[src/rtl/output_pkg.sv]
// rtl/output_pkg.sv - shared FSM states, sizing defaults and program image for output_collector
package output_pkg;

  typedef enum logic [1:0] {
    ST_RUN   = 2'd0,
    ST_DRAIN = 2'd1,
    ST_DONE  = 2'd2
  } state_e;

  localparam int DEPTH_DEFAULT = 16;
  localparam int CNT_W_DEFAULT = 8;

  // Expected program output image, one 3-bit word per emitted value.
  localparam int PROG_LEN = 8;
  localparam int PROG_AW  = $clog2(PROG_LEN);
  localparam logic [2:0] PROG_ROM [0:PROG_LEN-1] = '{
    3'd3, 3'd5, 3'd0, 3'd7, 3'd1, 3'd6, 3'd2, 3'd4
  };

endpackage

[src/rtl/sync_fifo.sv]
// rtl/sync_fifo.sv - power-of-two FIFO with registered head, no fall-through
module sync_fifo #(
  parameter int DEPTH = 16,
  parameter int W     = 3,
  localparam int AW   = $clog2(DEPTH)
) (
  input  logic         clk,
  input  logic         rst_n,
  input  logic         push,
  input  logic [W-1:0] wdata,
  input  logic         pop,
  output logic         full,
  output logic         empty,
  output logic [W-1:0] head
);

  logic [W-1:0]  mem_q [DEPTH];
  logic [AW-1:0] wr_ptr_q, wr_ptr_d;
  logic [AW-1:0] rd_ptr_q, rd_ptr_d;
  logic [AW:0]   count_q, count_d;

  // Pointers wrap naturally because DEPTH is a power of two.
  always_comb begin
    wr_ptr_d = wr_ptr_q;
    rd_ptr_d = rd_ptr_q;
    count_d  = count_q;
    if (push) wr_ptr_d = wr_ptr_q + 1'b1;
    if (pop)  rd_ptr_d = rd_ptr_q + 1'b1;
    case ({push, pop})
      2'b10:   count_d = count_q + 1'b1;
      2'b01:   count_d = count_q - 1'b1;
      default: count_d = count_q;
    endcase
  end

  always_ff @(posedge clk or negedge rst_n) begin
    if (!rst_n) begin
      wr_ptr_q <= '0;
      rd_ptr_q <= '0;
      count_q  <= '0;
    end else begin
      wr_ptr_q <= wr_ptr_d;
      rd_ptr_q <= rd_ptr_d;
      count_q  <= count_d;
    end
  end

  always_ff @(posedge clk) begin
    if (push) mem_q[wr_ptr_q] <= wdata;
  end

  assign full  = (count_q == (AW+1)'(DEPTH));
  assign empty = (count_q == '0);
  assign head  = mem_q[rd_ptr_q];

endmodule

[src/rtl/output_collector.sv]
// rtl/output_collector.sv - buffers program output, drains on halt; QUINE_CHECK_EN adds image compare
module output_collector
  import output_pkg::*;
#(
  parameter int DEPTH = DEPTH_DEFAULT,
  parameter int CNT_W = CNT_W_DEFAULT
) (
  input  logic             clk,
  input  logic             rst_n,
  input  logic [2:0]       in_data,
  input  logic             in_valid,
  input  logic             halt_in,
  output logic [2:0]       out_data,
  output logic             out_valid,
  input  logic             out_ready,
  output logic             overflow,
  output logic             done,
  output logic [CNT_W-1:0] emit_cnt,
  output logic             quine_ok
);

  state_e           state_q, state_d;
  logic             overflow_q, overflow_d;
  logic [CNT_W-1:0] emit_cnt_q, emit_cnt_d;
  logic             push, pop, full, empty;
  logic [2:0]       head;

  sync_fifo #(
    .DEPTH(DEPTH),
    .W    (3)
  ) u_fifo (
    .clk  (clk),
    .rst_n(rst_n),
    .push (push),
    .wdata(in_data),
    .pop  (pop),
    .full (full),
    .empty(empty),
    .head (head)
  );

  assign out_valid = !empty && (state_q != ST_DONE);
  assign out_data  = out_valid ? head : 3'd0;
  assign pop       = out_valid && out_ready;
  // A same-cycle pop frees a slot, so a full FIFO can still accept.
  assign push      = (state_q == ST_RUN) && in_valid && (!full || pop);

  always_comb begin
    state_d    = state_q;
    overflow_d = overflow_q;
    emit_cnt_d = emit_cnt_q;
    case (state_q)
      ST_RUN: begin
        if (in_valid && full && !pop) overflow_d = 1'b1;
        if (halt_in) state_d = ST_DRAIN;
      end
      ST_DRAIN: begin
        if (empty) state_d = ST_DONE;
      end
      ST_DONE:  state_d = ST_DONE;
      default:  state_d = ST_RUN;
    endcase
    if (pop && (emit_cnt_q != '1)) emit_cnt_d = emit_cnt_q + 1'b1;
  end

  always_ff @(posedge clk or negedge rst_n) begin
    if (!rst_n) begin
      state_q    <= ST_RUN;
      overflow_q <= 1'b0;
      emit_cnt_q <= '0;
    end else begin
      state_q    <= state_d;
      overflow_q <= overflow_d;
      emit_cnt_q <= emit_cnt_d;
    end
  end

  assign overflow = overflow_q;
  assign done     = (state_q == ST_DONE);
  assign emit_cnt = emit_cnt_q;

`ifdef QUINE_CHECK_EN
  logic match_q, match_d;

  // Index the image by the count of values already popped.
  always_comb begin
    match_d = match_q;
    if (pop) begin
      if (emit_cnt_q >= CNT_W'(PROG_LEN)) begin
        match_d = 1'b0;
      end else if (out_data != PROG_ROM[emit_cnt_q[PROG_AW-1:0]]) begin
        match_d = 1'b0;
      end
    end
  end

  always_ff @(posedge clk or negedge rst_n) begin
    if (!rst_n) match_q <= 1'b1;
    else        match_q <= match_d;
  end

  assign quine_ok = match_q && done && (emit_cnt_q == CNT_W'(PROG_LEN));
`else
  assign quine_ok = 1'b0;
`endif

endmodule

[config.mk]
export PLATFORM = sky130hd
export DESIGN_NAME = output_collector
export DESIGN_NICKNAME = d
export VERILOG_FILES = /design/src/rtl/output_pkg.sv /design/src/rtl/sync_fifo.sv /design/src/rtl/output_collector.sv
export SDC_FILE = /design/constraint.sdc
export NUM_CORES = 1
export LEC_CHECK = 0
export ABC_AREA = 0
export ABC_CLOCK_PERIOD_IN_PS = 5000
export CAP_MARGIN = 0
export CORE_AREA = 2 2 66 93
export CTS_BUF_LIST = sky130_fd_sc_hd__clkbuf_4
export DETAILED_ROUTE_END_ITERATION = 10
export DIE_AREA = 0 0 68 95
export PLACE_DENSITY = 0.81
export RECOVER_POWER = 50
export SETUP_SLACK_MARGIN = 0.2
export SYNTH_ARGS = -nofsm -noshare
export SYNTH_HDL_FRONTEND = slang
export SYNTH_SLANG_ARGS = --single-unit
[constraint.sdc]
create_clock -name clk -period 5 [get_ports clk]
set_input_delay 0.5 -clock clk [delete_from_list [all_inputs] [get_ports clk]]
set_output_delay 0.5 -clock clk [all_outputs]
set_load 0.005 [all_outputs]
# Yosys cells after proc, flatten, opt, wreduce, memory -nomap -nowiden
# Memories as Yosys holds them, arrays and structs flattened.
# Cells that the tools add are included.
# word_totals
regBits,24
ram_bits,48
in_bits,8
wordCells,44
n_memories,1
# classes
add_sub_neg,5
n_eq_ne,9
n_mux,7
n_reduce_logical,16
# mem_list
memory,words,word_bits,read_ports,rd_clocked_by_memory_dff,write_ports,line,text
u_fifo.mem_q,16,3,1,0,1,sync_fifo.sv:17,logic [W-1:0] mem_q [DEPTH];
# op_table
op,count
$pmux 5 s2,1
$add 4x1->4 const B,2
$add 8x1->8 const B,1
$ne 8x8->1 const B,1
$logic_and 1x1->1,7
$ne 2x2->1 const B,3
$pmux 2 s3,1
$add 5x1->5 const B,1
$eq 5x5->1 const B,1
$logic_not 5->1,1
$sub 5x1->5 const B,1
$eq 2x1->1 const B,2
$eq 2x2->1 const B,2
$mux 2,2
$reduce_and 2->1,2
$logic_not 1->1,3
$mux 3,1
$logic_not 2->1,1
$mux 1,2
$reduce_bool 2->1,1
$logic_or 1x1->1,1

# Depth between registers and ports, before layout
# logic_depth
depth_word,8
ltp_mapped,14
depth_no_buf,12

# Modules after synthesis
# From an unflattened synthesis, not the netlist that was laid out.
# hier_totals
cells_unflattened,230
hier_area_um2,3402.0
# modules_own_cells
mod,n_inst,cells_per_inst,area_each_um2,seq_area_each_um2
sync_fifo,1,168,2756.4,1766.7
output_collector,1,62,645.6,275.3

# Worst setup path before layout
# Ideal clock, no wire load.
# synth_timing
kind,reg2reg
startpoint,register state_q[0]
endpoint,register u_fifo.count_q[4]
setup_time_ns,0.145
arrival_time_ns,2.732
required_ns,4.855
setup_slack_ns,2.123
stages_incl_launch_ff,14
path_buffers,1
cell_sequence,dfrtp_1 inv_1 ha_1 nand2b_1 a31oi_4 inv_1 ha_1 clkbuf_1 xor2_1 ha_1 o211a_1 or4_1 o2111ai_1 a311oi_1
# synth_between
elab_chain_len,7
# synth_lines
item,line,text
"start, declared",output_collector.sv:22,"state_e state_q, state_d;"
"start signal, assigned",output_collector.sv:72,state_q <= state_d;
$ne 2x2->1,output_collector.sv:42,assign out_valid = !empty && (state_q != ST_DONE);
$logic_and 1x1->1,output_collector.sv:42,
$logic_and 1x1->1,output_collector.sv:44,assign pop = out_valid && out_ready;
$logic_or 1x1->1,output_collector.sv:46,assign push = (state_q == ST_RUN) && in_valid && (!full || pop);
$logic_and 1x1->1,output_collector.sv:46,
$eq 2x1->1 / $eq 2x2->1 (equally long branches),sync_fifo.sv:29,"case ({push, pop})"
$pmux 5 s2 / $reduce_bool 2->1 (equally long branches),n/a,
"end signal, assigned",sync_fifo.sv:44,count_q <= count_d;
"end, declared",sync_fifo.sv:20,"logic [AW:0] count_q, count_d;"
# Parallel ways exist; a longest one is shown, timed or not.
# A chain may end at the register's enable or synchronous reset.

# Worst setup path in the final report
# layout_timing
startpoint,register u_fifo.count_q[1]
endpoint,register u_fifo.count_q[4]
# layout_between
elab_chain_len,8
# layout_lines
item,line,text
$logic_not 5->1 (*),sync_fifo.sv:53,assign empty = (count_q == '0);
$logic_not 1->1 (*),output_collector.sv:42,
$logic_and 1x1->1 (*),output_collector.sv:42,
$logic_and 1x1->1 (*),output_collector.sv:44,
via pop,output_collector.sv:25,"logic push, pop, full, empty;"
$logic_or 1x1->1,output_collector.sv:46,
$logic_and 1x1->1,output_collector.sv:46,
$eq 2x1->1 / $eq 2x2->1 (equally long branches),sync_fifo.sv:29,
$pmux 5 s2 / $reduce_bool 2->1 (equally long branches),n/a,
# Mark *: on every way through the listed nets, which the timed path passes. The rest lies on a longest branch.

==> run metrics <==
Yosys reg bits=72; CTS resizes=0; syn_nets=about 260; Netlist Area Pre-Place=3420 µm²; CTS tree=yes; worst-path fanout max=11; CP required=~5.3 ns; Hold Path Stages=1; Worst setup SP type=flip-flop; Routed Antenna Nets=0; GPL Wtd Cong=0.788; DRT Wirelength=between 5000 and 6000 µm; fin worst setup slack=1.56 ns; Final Max Tran Viols=0; vias in the first global route=slightly below 2000; dpl cells=323; status=finished clean; reg-to-reg slack, setup=~1.6 ns; Slew headroom=7.86%; antenna violations before repair=0; Synth Area in Compound Gates=4.91%; remaining routing DRC violations=0; Synth area leaders=edfxtp_1, dfrtp_1, mux4_2; RSZ-0062 raised after global routing=false; reg2reg path depth=10; most frequent cells after synthesis=edfxtp_1, dfrtp_1, nand2_1; initial detailed-routing violation count=87; YS warnings=0; largest family of logic cells by synthesized area=simple AND/OR/NAND/NOR gates; top_reg_cell synth=edfxtp_1; Via density=between 5 and 6; Layout Nets=286; skew final=0.0124 ns; Final setup viols=0; H-tree levels=3; MaxCap Viol Count=0; Post-Place Worst Slack=between 1.5 and 2 ns; Yosys top cell area share=42.2%; count leader, synth=edfxtp_1; largest stage delay on the critical path=around 0.67 ns; area delta synth->final=9.89%; Pwr Density=around 550 nW/µm²; CORE AREA=5700 µm²; Post-Route Setup TNS=0 ns; clock-pin slew on the worst setup and hold paths=0.12 ns; CP top delay family=simple AND/OR/NAND/NOR gates; drt first pass iters=4; via count=1933; fraction of synthesized area in multiplexers=11.2%; dominant cell type by area after synthesis=edfxtp_1; Post-synth EDFFs=48; Hold Path End=emit_cnt[5]; Yosys cell types=50; largest net degree at the start of global routing=25; Finished Layout Cells=339; Synth Area per Inst=14.2 µm²; Slowest-stage cell, CP=nor4_1; Final period util=68.7%; simple-gate share of the synthesized area=12.2%; Clk Latency, worst-skew pair=between 0.4 and 0.5 ns; Filler cells=approximately 420; first-pass GRT wire length=9460 µm; crit end category=flip-flop; Worst EP arrival=3.71 ns; Tot GR Track Use=20.7%; hold buffers post-CTS=0; die height=95 µm; grt total ovfl=0; Worst-Margin Slew=1.38 ns; area share of fa/ha/maj cells after synthesis=5.13%; I/O pins=23; Routed WL per cell=~17 µm; final hold viol count=0; Initial Util=59.9%; sequential area share after synthesis=between 50% and 60%; VDD IR-drop max=approximately 0.36 mV; CTS buffer count=9; FF-to-FF End=u_fifo.count_q[4]; CP Class=flip-flop to flip-flop; DP HPWL=around 4200 µm; die area=approximately 6500 µm²; hold path start=emit_cnt[5]; Leak=1.39 nW; Most common cell on crit path=ha_1; Crit Reg-Reg Startpoint=u_fifo.count_q[1]; f_max=approximately 0.29 GHz; row cnt=33; post-synthesis instance total=between 200 and 250; post-synthesis xor/xnor area fraction=3.85%; post-CTS setup buffer count=0; crit path cell chain=nor4_1, a21o_1, inv_2, ha_1, xor2_1, ha_1, o211a_1, or4_1, o2111ai_1, a311oi_1; share of cells above drive strength 1=13.4%; die width=68 µm; Ant. Diodes=0; clock sinks=72; CP Buf/Inv Count=1; min-delay worst type=flip-flop to flip-flop; crit path time final=about 3.4 ns; clock buffer depth=2; Root Driver=clkbuf_4; port bufs=21; Async SR Flop Fraction=33.3%
[layer usage]
metal	GRT usage, %	vias to the layer above	routed length [µm]
li1	-	934	-
met1	23.0	940	2200
met2	36.5	47	3140
met3	5.36	12	225
met4	9.00	0	131
met5	0	-	0
[worst max path at each step]
| stage | end | cells after the start | startpoint |
|---|---|---|---|
| detailed placement | u_fifo.count_q[4] | 11 | out_ready |
| finish | u_fifo.count_q[4] | 10 | u_fifo.count_q[1] |
| global route | u_fifo.count_q[4] | 10 | u_fifo.count_q[1] |
| floorplan | u_fifo.count_q[4] | 13 | state_q[0] |
| CTS | out_data[2] | 5 | u_fifo.rd_ptr_q[0] |
| global placement | u_fifo.count_q[4] | 11 | out_ready |
[cell families after synthesis]
family | after synthesis
AO/OA/AOI/OAI | 22
XOR/XNOR | 15
adder cells (fa/ha/maj) | 14
buffers and inverters | 22
flip-flops | 72
multiplexers | 24
other | 1
AND/OR/NAND/NOR | 70
[cell type report]
type / count / area [µm²] / area share (%)
sequential: 72 / 2040 / 54.4
multi-input combinational: 146 / 1240 / 33.2
timing repair buffer: 22 / 214 / 5.70
tap: 70 / 87.6 / 2.33
clock buffer: 9 / 67.6 / 1.80
clock inverter: 7 / 48.8 / 1.30
inverter: 13 / 48.8 / 1.30
[flip-flops by register name (all words and copies together) (netlist names)]
name             flops
u_fifo.mem_q        48
emit_cnt             8
state_q              2
u_fifo.rd_ptr_q      4
overflow             1
u_fifo.count_q       5
u_fifo.wr_ptr_q      4
[layout by cell type, fill, tap and decap left out, types with 2 or more instances in the layout]
| master | Yosys | layout |
|---|---|---|
| a21oi_1 | 2 | 2 |
| mux2i_1 | 7 | 7 |
| nand2_1 | 16 | 16 |
| a31oi_1 | 1 | 2 |
| mux4_2 | 10 | 10 |
| clkbuf_4 | 0 | 9 |
| nand2b_1 | 4 | 4 |
| xor2_1 | 6 | 6 |
| nand3b_1 | 4 | 4 |
| mux2_4 | 2 | 2 |
| clkdlybuf4s50_1 | 0 | 17 |
| nand3_1 | 8 | 8 |
| ha_1 | 14 | 14 |
| nor4_1 | 1 | 2 |
| a21boi_0 | 2 | 2 |
| nor3_1 | 2 | 2 |
| inv_1 | 12 | 12 |
| o22ai_1 | 2 | 2 |
| nor3b_1 | 3 | 3 |
| nand4_1 | 3 | 3 |
| clkinvlp_4 | 0 | 3 |
| a311oi_1 | 2 | 2 |
| and4_1 | 2 | 2 |
| dfrtp_1 | 24 | 24 |
| o21ai_0 | 5 | 5 |
| and2_1 | 12 | 12 |
| nor2_1 | 6 | 6 |
| edfxtp_1 | 48 | 48 |
| xnor2_1 | 9 | 9 |
| mux2_2 | 5 | 5 |
| clkinv_4 | 0 | 2 |
| dlygate4sd3_1 | 0 | 4 |
[per-stage QoR]
stage	utilization [%]	total power, mW	hold WS, ns	cell area [µm²]
2_1_floorplan	-	1.51	0.204	3420
3_3_place_gp	64.4	1.76	0.467	3670
3_5_place_dp	64.4	1.79	0.474	3670
4_1_cts	66.5	2.09	0.439	3790
5_1_grt	65.9	2.21	0.515	3750
6_report	65.9	2.06	0.489	3750
[power breakdown]
group	total, mW	switching [mW]	internal (mW)	leakage, nW
Sequential	0.943	0.191	0.752	0.721
Clock	0.305	0.204	0.101	0.0556
Combinational	0.810	0.349	0.461	0.611
(Power assumes the default switching activity.)
